===== src/rtl/score_display_scan_if.sv =====
// Scoreboard display bus: BCD digits and blank in from the score counter,
// scanned anode/segment/dp drive and frame marker out to the board pins.
interface score_display_scan_if;
  logic [3:0] dig0;
  logic [3:0] dig1;
  logic [3:0] dig2;
  logic [3:0] dig3;
  logic       blank;
  logic [3:0] an;
  logic [6:0] seg;
  logic       dp;
  logic       frame_tick;

  // master: the score-counter / board side; slave: the scan driver
  modport master (
    output dig0, dig1, dig2, dig3, blank,
    input  an, seg, dp, frame_tick
  );

  modport slave (
    input  dig0, dig1, dig2, dig3, blank,
    output an, seg, dp, frame_tick
  );
endinterface


===== src/rtl/score_display_scan.sv =====
// Four-digit common-anode scan driver for the pong scoreboard: per-frame
// digit snapshot, anti-ghosting gap, leading-zero blanking, dash for non-BCD.
module score_display_scan #(
  parameter int REFRESH_DIV = 100000,
  parameter bit BLANK_LZ    = 1'b1
) (
  input logic                 clk,
  input logic                 reset,
  score_display_scan_if.slave bus
);

  localparam int PW = $clog2(REFRESH_DIV);
  localparam logic [PW-1:0] PRE_MAX = PW'(REFRESH_DIV - 1);

  logic [PW-1:0] pre_q, pre_d;
  logic [1:0]    pos_q, pos_d;
  logic [3:0]    snap0_q, snap0_d;
  logic [3:0]    snap1_q, snap1_d;
  logic [3:0]    snap2_q, snap2_d;
  logic [3:0]    snap3_q, snap3_d;
  logic [3:0]    an_q, an_d;
  logic [6:0]    seg_q, seg_d;
  logic          dp_q, dp_d;
  logic          frame_tick_q, frame_tick_d;

  logic          pre_last;
  logic          load;
  logic [3:0]    cur;

  always_comb begin
    pre_last = (pre_q == PRE_MAX);
    load     = (pre_q == '0) && (pos_q == 2'd0);

    pre_d = pre_last ? '0 : pre_q + PW'(1);
    pos_d = pre_last ? pos_q + 2'd1 : pos_q;

    snap0_d = load ? bus.dig0 : snap0_q;
    snap1_d = load ? bus.dig1 : snap1_q;
    snap2_d = load ? bus.dig2 : snap2_q;
    snap3_d = load ? bus.dig3 : snap3_q;

    frame_tick_d = load;

    // Display data is always the snapshot, never the live inputs
    case (pos_q)
      2'd0:    cur = snap0_q;
      2'd1:    cur = snap1_q;
      2'd2:    cur = snap2_q;
      default: cur = snap3_q;
    endcase

    case (cur)
      4'd0:    seg_d = 7'b1000000;
      4'd1:    seg_d = 7'b1111001;
      4'd2:    seg_d = 7'b0100100;
      4'd3:    seg_d = 7'b0110000;
      4'd4:    seg_d = 7'b0011001;
      4'd5:    seg_d = 7'b0010010;
      4'd6:    seg_d = 7'b0000010;
      4'd7:    seg_d = 7'b1111000;
      4'd8:    seg_d = 7'b0000000;
      4'd9:    seg_d = 7'b0010000;
      default: seg_d = 7'b0111111;
    endcase

    // Odd positions are the tens digits of each player's score
    if (BLANK_LZ && pos_q[0] && (cur == 4'd0)) begin
      seg_d = 7'b1111111;
    end

    dp_d = (pos_q != 2'd2);

    // Last dwell cycle is dark so the next digit's data never ghosts
    if (pre_last || bus.blank) begin
      an_d = 4'b1111;
    end else begin
      an_d = ~(4'b0001 << pos_q);
    end
  end

  always_ff @(posedge clk or negedge reset) begin
    if (!reset) begin
      pre_q        <= '0;
      pos_q        <= 2'd0;
      snap0_q      <= 4'd0;
      snap1_q      <= 4'd0;
      snap2_q      <= 4'd0;
      snap3_q      <= 4'd0;
      an_q         <= 4'b1111;
      seg_q        <= 7'b1111111;
      dp_q         <= 1'b1;
      frame_tick_q <= 1'b0;
    end else begin
      pre_q        <= pre_d;
      pos_q        <= pos_d;
      snap0_q      <= snap0_d;
      snap1_q      <= snap1_d;
      snap2_q      <= snap2_d;
      snap3_q      <= snap3_d;
      an_q         <= an_d;
      seg_q        <= seg_d;
      dp_q         <= dp_d;
      frame_tick_q <= frame_tick_d;
    end
  end

  assign bus.an         = an_q;
  assign bus.seg        = seg_q;
  assign bus.dp         = dp_q;
  assign bus.frame_tick = frame_tick_q;

endmodule

===== src/flat_wrapper.sv =====
// flat-port wrapper written by rule: the top's interface ports become plain ports
module score_display_scan_flat 
#(
  parameter int REFRESH_DIV = 100000,
  parameter bit BLANK_LZ    = 1'b1
)
  (clk, reset, bus_dig0, bus_dig1, bus_dig2, bus_dig3, bus_blank, bus_an, bus_seg, bus_dp, bus_frame_tick);
  score_display_scan_if bus_i ();
  input logic clk;
  input logic reset;
  input wire logic [$bits(bus_i.dig0)-1:0] bus_dig0;
  input wire logic [$bits(bus_i.dig1)-1:0] bus_dig1;
  input wire logic [$bits(bus_i.dig2)-1:0] bus_dig2;
  input wire logic [$bits(bus_i.dig3)-1:0] bus_dig3;
  input wire logic [$bits(bus_i.blank)-1:0] bus_blank;
  output wire logic [$bits(bus_i.an)-1:0] bus_an;
  output wire logic [$bits(bus_i.seg)-1:0] bus_seg;
  output wire logic [$bits(bus_i.dp)-1:0] bus_dp;
  output wire logic [$bits(bus_i.frame_tick)-1:0] bus_frame_tick;
  assign bus_i.dig0 = bus_dig0;
  assign bus_i.dig1 = bus_dig1;
  assign bus_i.dig2 = bus_dig2;
  assign bus_i.dig3 = bus_dig3;
  assign bus_i.blank = bus_blank;
  assign bus_an = bus_i.an;
  assign bus_seg = bus_i.seg;
  assign bus_dp = bus_i.dp;
  assign bus_frame_tick = bus_i.frame_tick;
  score_display_scan #(.REFRESH_DIV(REFRESH_DIV), .BLANK_LZ(BLANK_LZ)) u_core (.clk(clk), .reset(reset), .bus(bus_i));
endmodule

===== config.mk =====
export PLATFORM = sky130hd
export DESIGN_NAME = score_display_scan_flat
export DESIGN_NICKNAME = d
export VERILOG_FILES = /design/src/rtl/score_display_scan_if.sv /design/src/rtl/score_display_scan.sv /design/src/flat_wrapper.sv
export SDC_FILE = /design/constraint.sdc
export NUM_CORES = 1
export LEC_CHECK = 0
export ABC_AREA = 0
export CAP_MARGIN = 20
export CORE_UTILIZATION = 35
export DETAILED_ROUTE_END_ITERATION = 10
export PLACE_DENSITY = 0.61
export SYNTH_ARGS = -nofsm -noshare
export SYNTH_HDL_FRONTEND = slang
export SYNTH_SLANG_ARGS = --single-unit

===== constraint.sdc =====
create_clock -name clk -period 4.1 [get_ports clk]
set_input_delay 0.82 -clock clk [delete_from_list [all_inputs] [get_ports clk]]
set_output_delay 0.82 -clock clk [all_outputs]
set_load 0.01 [all_outputs]

==> impl_metrics.toml <==
[global_routing]
met3_usage_pct = 2.967
gr-usage-met2_pct = 19.34
grt_util_met1_pct = 21.77
grtUsageTotal_pct = 14.34
grt_max_degree = 49
grt_pass1_vias = 1472
gr-total-overflow = 0
antenna_found_initial = 0
gr-max-usage-layer = "met1"
grt_pass1_wl_um = 7265

[timing]
fin_crit_sh_pct = 63.03
clock.fmax_ghz = 0.3870
layout_setup_ws_ns = 1.516
fin_tns_setup_ns = 0
final-hold-violation-count = 0
setup_viol = 0
fin_crit_ns = 2.584
rsz0062_at_grt = "no"
maxSlewHeadroom_pct = 49.37
finClkSkew_ns = 0.004491
fin_hold_ws_ns = 0.4759
slew_viol_final = 0
worst_pin_slew_ns = 0.7570

[power_and_ir_drop]
irDropWorstVdd_mv = 0.1591
powerDensity_mw_per_mm2 = 326.8
p_leak_nw = 1.152

[final_layout]
syn2layout_area_growth_pct = 22.33
final-seq-area_mm2 = 0.001216
finalNetCount = 252
layout.cells.non_filler = 299
drive_gt1_share_pct = 21.88
multi_input_area_um2 = 969.7
insertedDiodeCount = 0
final_cell_area_mm2 = 0.002776
fillers = 596

[critical_path]
cp-end-kind = "flop"
critical_path_cell_count = 9
path_max_fanout = 6
endpoint = "u_core.bus.seg[4]"
path_delay_family = "compound AO/OA/AOI/OAI gates"
reg2reg_slack_ns = 1.52
start_kind = "flop"
critPathLaunch = "u_core.pos_q[0]"
critPathMaxStageDelay_ns = 0.44
arrival_ns = 2.80
required_ns = 4.32
r2r-start = "u_core.pos_q[0]"
r2r_cells = 9
timing.rr.end = "u_core.bus.seg[4]"
critical_path_class = "reg2reg"
worst_path_max_delay_cell = "dfrtp_1"
crit_path_cell_trace = "inv_1 -> ha_1 -> a222oi_1 -> mux2i_1 -> inv_1 -> ha_1 -> and2_1 -> mux2i_1 -> a32oi_1"
path_buf_inv = 2

[clock_network]
cts_hold_buffers = 0
clk_pin_slew_ns = 0.09
cts_resized = 0
cts_tree = "built"
clock_path_buffers = 2
insertion_delay_ns = 0.30
htree_levels = 2
cts_inserted_buffers = 5
clockRootBuffer = "clkbuf_8"
cts.sinks = 48
postCtsSetupBuffers = 0

[yosys]
yosys_most_used_dff = "dfrtp_1"
ys_types = 37
synthTopCellsByArea = "dfrtp_1 (40%), dfstp_2 (14%), mux2_2 (9.9%)"
syn_area_per_cell_um2 = 12.14
synth_area_mm2 = 0.002270
ys_async_sr_fraction_pct = 100.0
synth_nets = 216
yosysSeqAreaShare_pct = 53.58
synth_cells = 187
synth_edf_count = 0
netlist_top_cells_count = "dfrtp_1 (36), mux2_2 (20), inv_1 (14), dfstp_2 (12)"
yosysTopAreaCellShare_pct = 39.69
synth-warning-count = 0
synth_largest_area_cell = "dfrtp_1"
ys_ff_latch = 48
synth.most_common_cell = "dfrtp_1"

[placed_design]
place_congestion = 0.7507
placedCellCount = 290
dpl-instance-area_mm2 = 0.002645
dp_worst_setup_slack_ns = 1.564
port_buffers = 31
dpl.hpwl_um = 2940

[detailed_routing]
drc = 0
wl_per_cell_um = 14.27
vias = 1524
via_per_inst = 5.097
ant_nets = 0
drt-initial-drc-count = 113
first_pass_iters = 4
wirelength_um = 4266

[hold_path]
hold_class = "in2async"

[floorplan]
core_area_mm2 = 0.006096
fp.dieW_um = 82.53
start_util_pct = 37.23
boundaryPins = 32
rows = 28
die_h_um = 82.53
die-area_mm2 = 0.006811

[outcome]
status = "completed"

[flow_run]
max-cap-violations = 0
-- per-layer routing --
metal	wire length [um]	part of all wire, %
met5	0	0
met4	74	1.7
met3	119	2.8
met2	1838	43
met1	2234	52
-- cells in the final DEF (no fill, tap or decap), drive strengths merged, types with 6 or more instances in the layout --
master	n
inv	14
nand3	6
ha	10
nor3	7
nand2	7
dfstp	12
dfrtp	36
xnor2	9
o21ai	7
nor2	10
clkdlybuf4s50	30
mux2	20
-- registers in the layout (all words and copies together) (netlist names) --
register and count:
u_core.pre_q 17, u_core.bus.seg 7, u_core.bus.an 4, u_core.snap0_q 4, u_core.snap1_q 4, u_core.snap2_q 4
u_core.snap3_q 4, u_core.pos_q 2, u_core.bus.dp 1, u_core.bus.frame_tick 1
-- per-stage QoR --
| step | utilization (%) | power (W) |
|---|---|---|
| 3_3_place_gp | 43.39 | 0.0005769 |
| 3_5_place_dp | 43.39 | 0.0005783 |
| 6_report | 45.55 | 0.0009073 |
| 2_1_floorplan | - | 0.0005336 |
| 5_1_grt | 45.55 | 0.0009512 |
| 4_1_cts | 45.22 | 0.0009189 |
-- final cells by class --
| cell class | instances | area share [%] |
|---|---|---|
| clock buffers | 5 | 2.479 |
| clock inverters | 3 | 1.532 |
| inverters | 14 | 1.893 |
| multi-input cells | 121 | 34.93 |
| flip-flops and latches | 48 | 43.80 |
| well taps | 75 | 3.380 |
| repair buffers | 33 | 11.99 |
-- power breakdown --
| part | switching, W | internal, W |
|---|---|---|
| Clock | 0.000156 | 0.000180 |
| Combinational | 0.0000321 | 0.0000411 |
| Sequential | 0.00000596 | 0.000492 |
| Total | 0.000194 | 0.000713 |
-- kinds of logic after synthesis --
kind of cell	after synthesis	synth area share, %
compound gates	20	6.064
simple gates	52	13.62
fa+ha+maj	10	5.513
buf+inv	18	3.693
flops	48	53.58
mux	25	12.13
xor+xnor	14	5.403
-- worst min-delay path by stage --
stage	from	endpoint	slack, ns	cells past startpoint
after global routing	reset	u_core.snap3_q[0]	0.49	1
after floorplan	u_core.pre_q[13]	u_core.pre_q[13]	0.46	1
final	reset	u_core.snap3_q[0]	0.48	1
after global placement	u_core.pre_q[13]	u_core.pre_q[13]	0.48	1
after detailed placement	u_core.pre_q[13]	u_core.pre_q[13]	0.49	1
after CTS	u_core.pre_q[13]	u_core.pre_q[13]	0.50	1
Power figures use the tool's default switching activity.
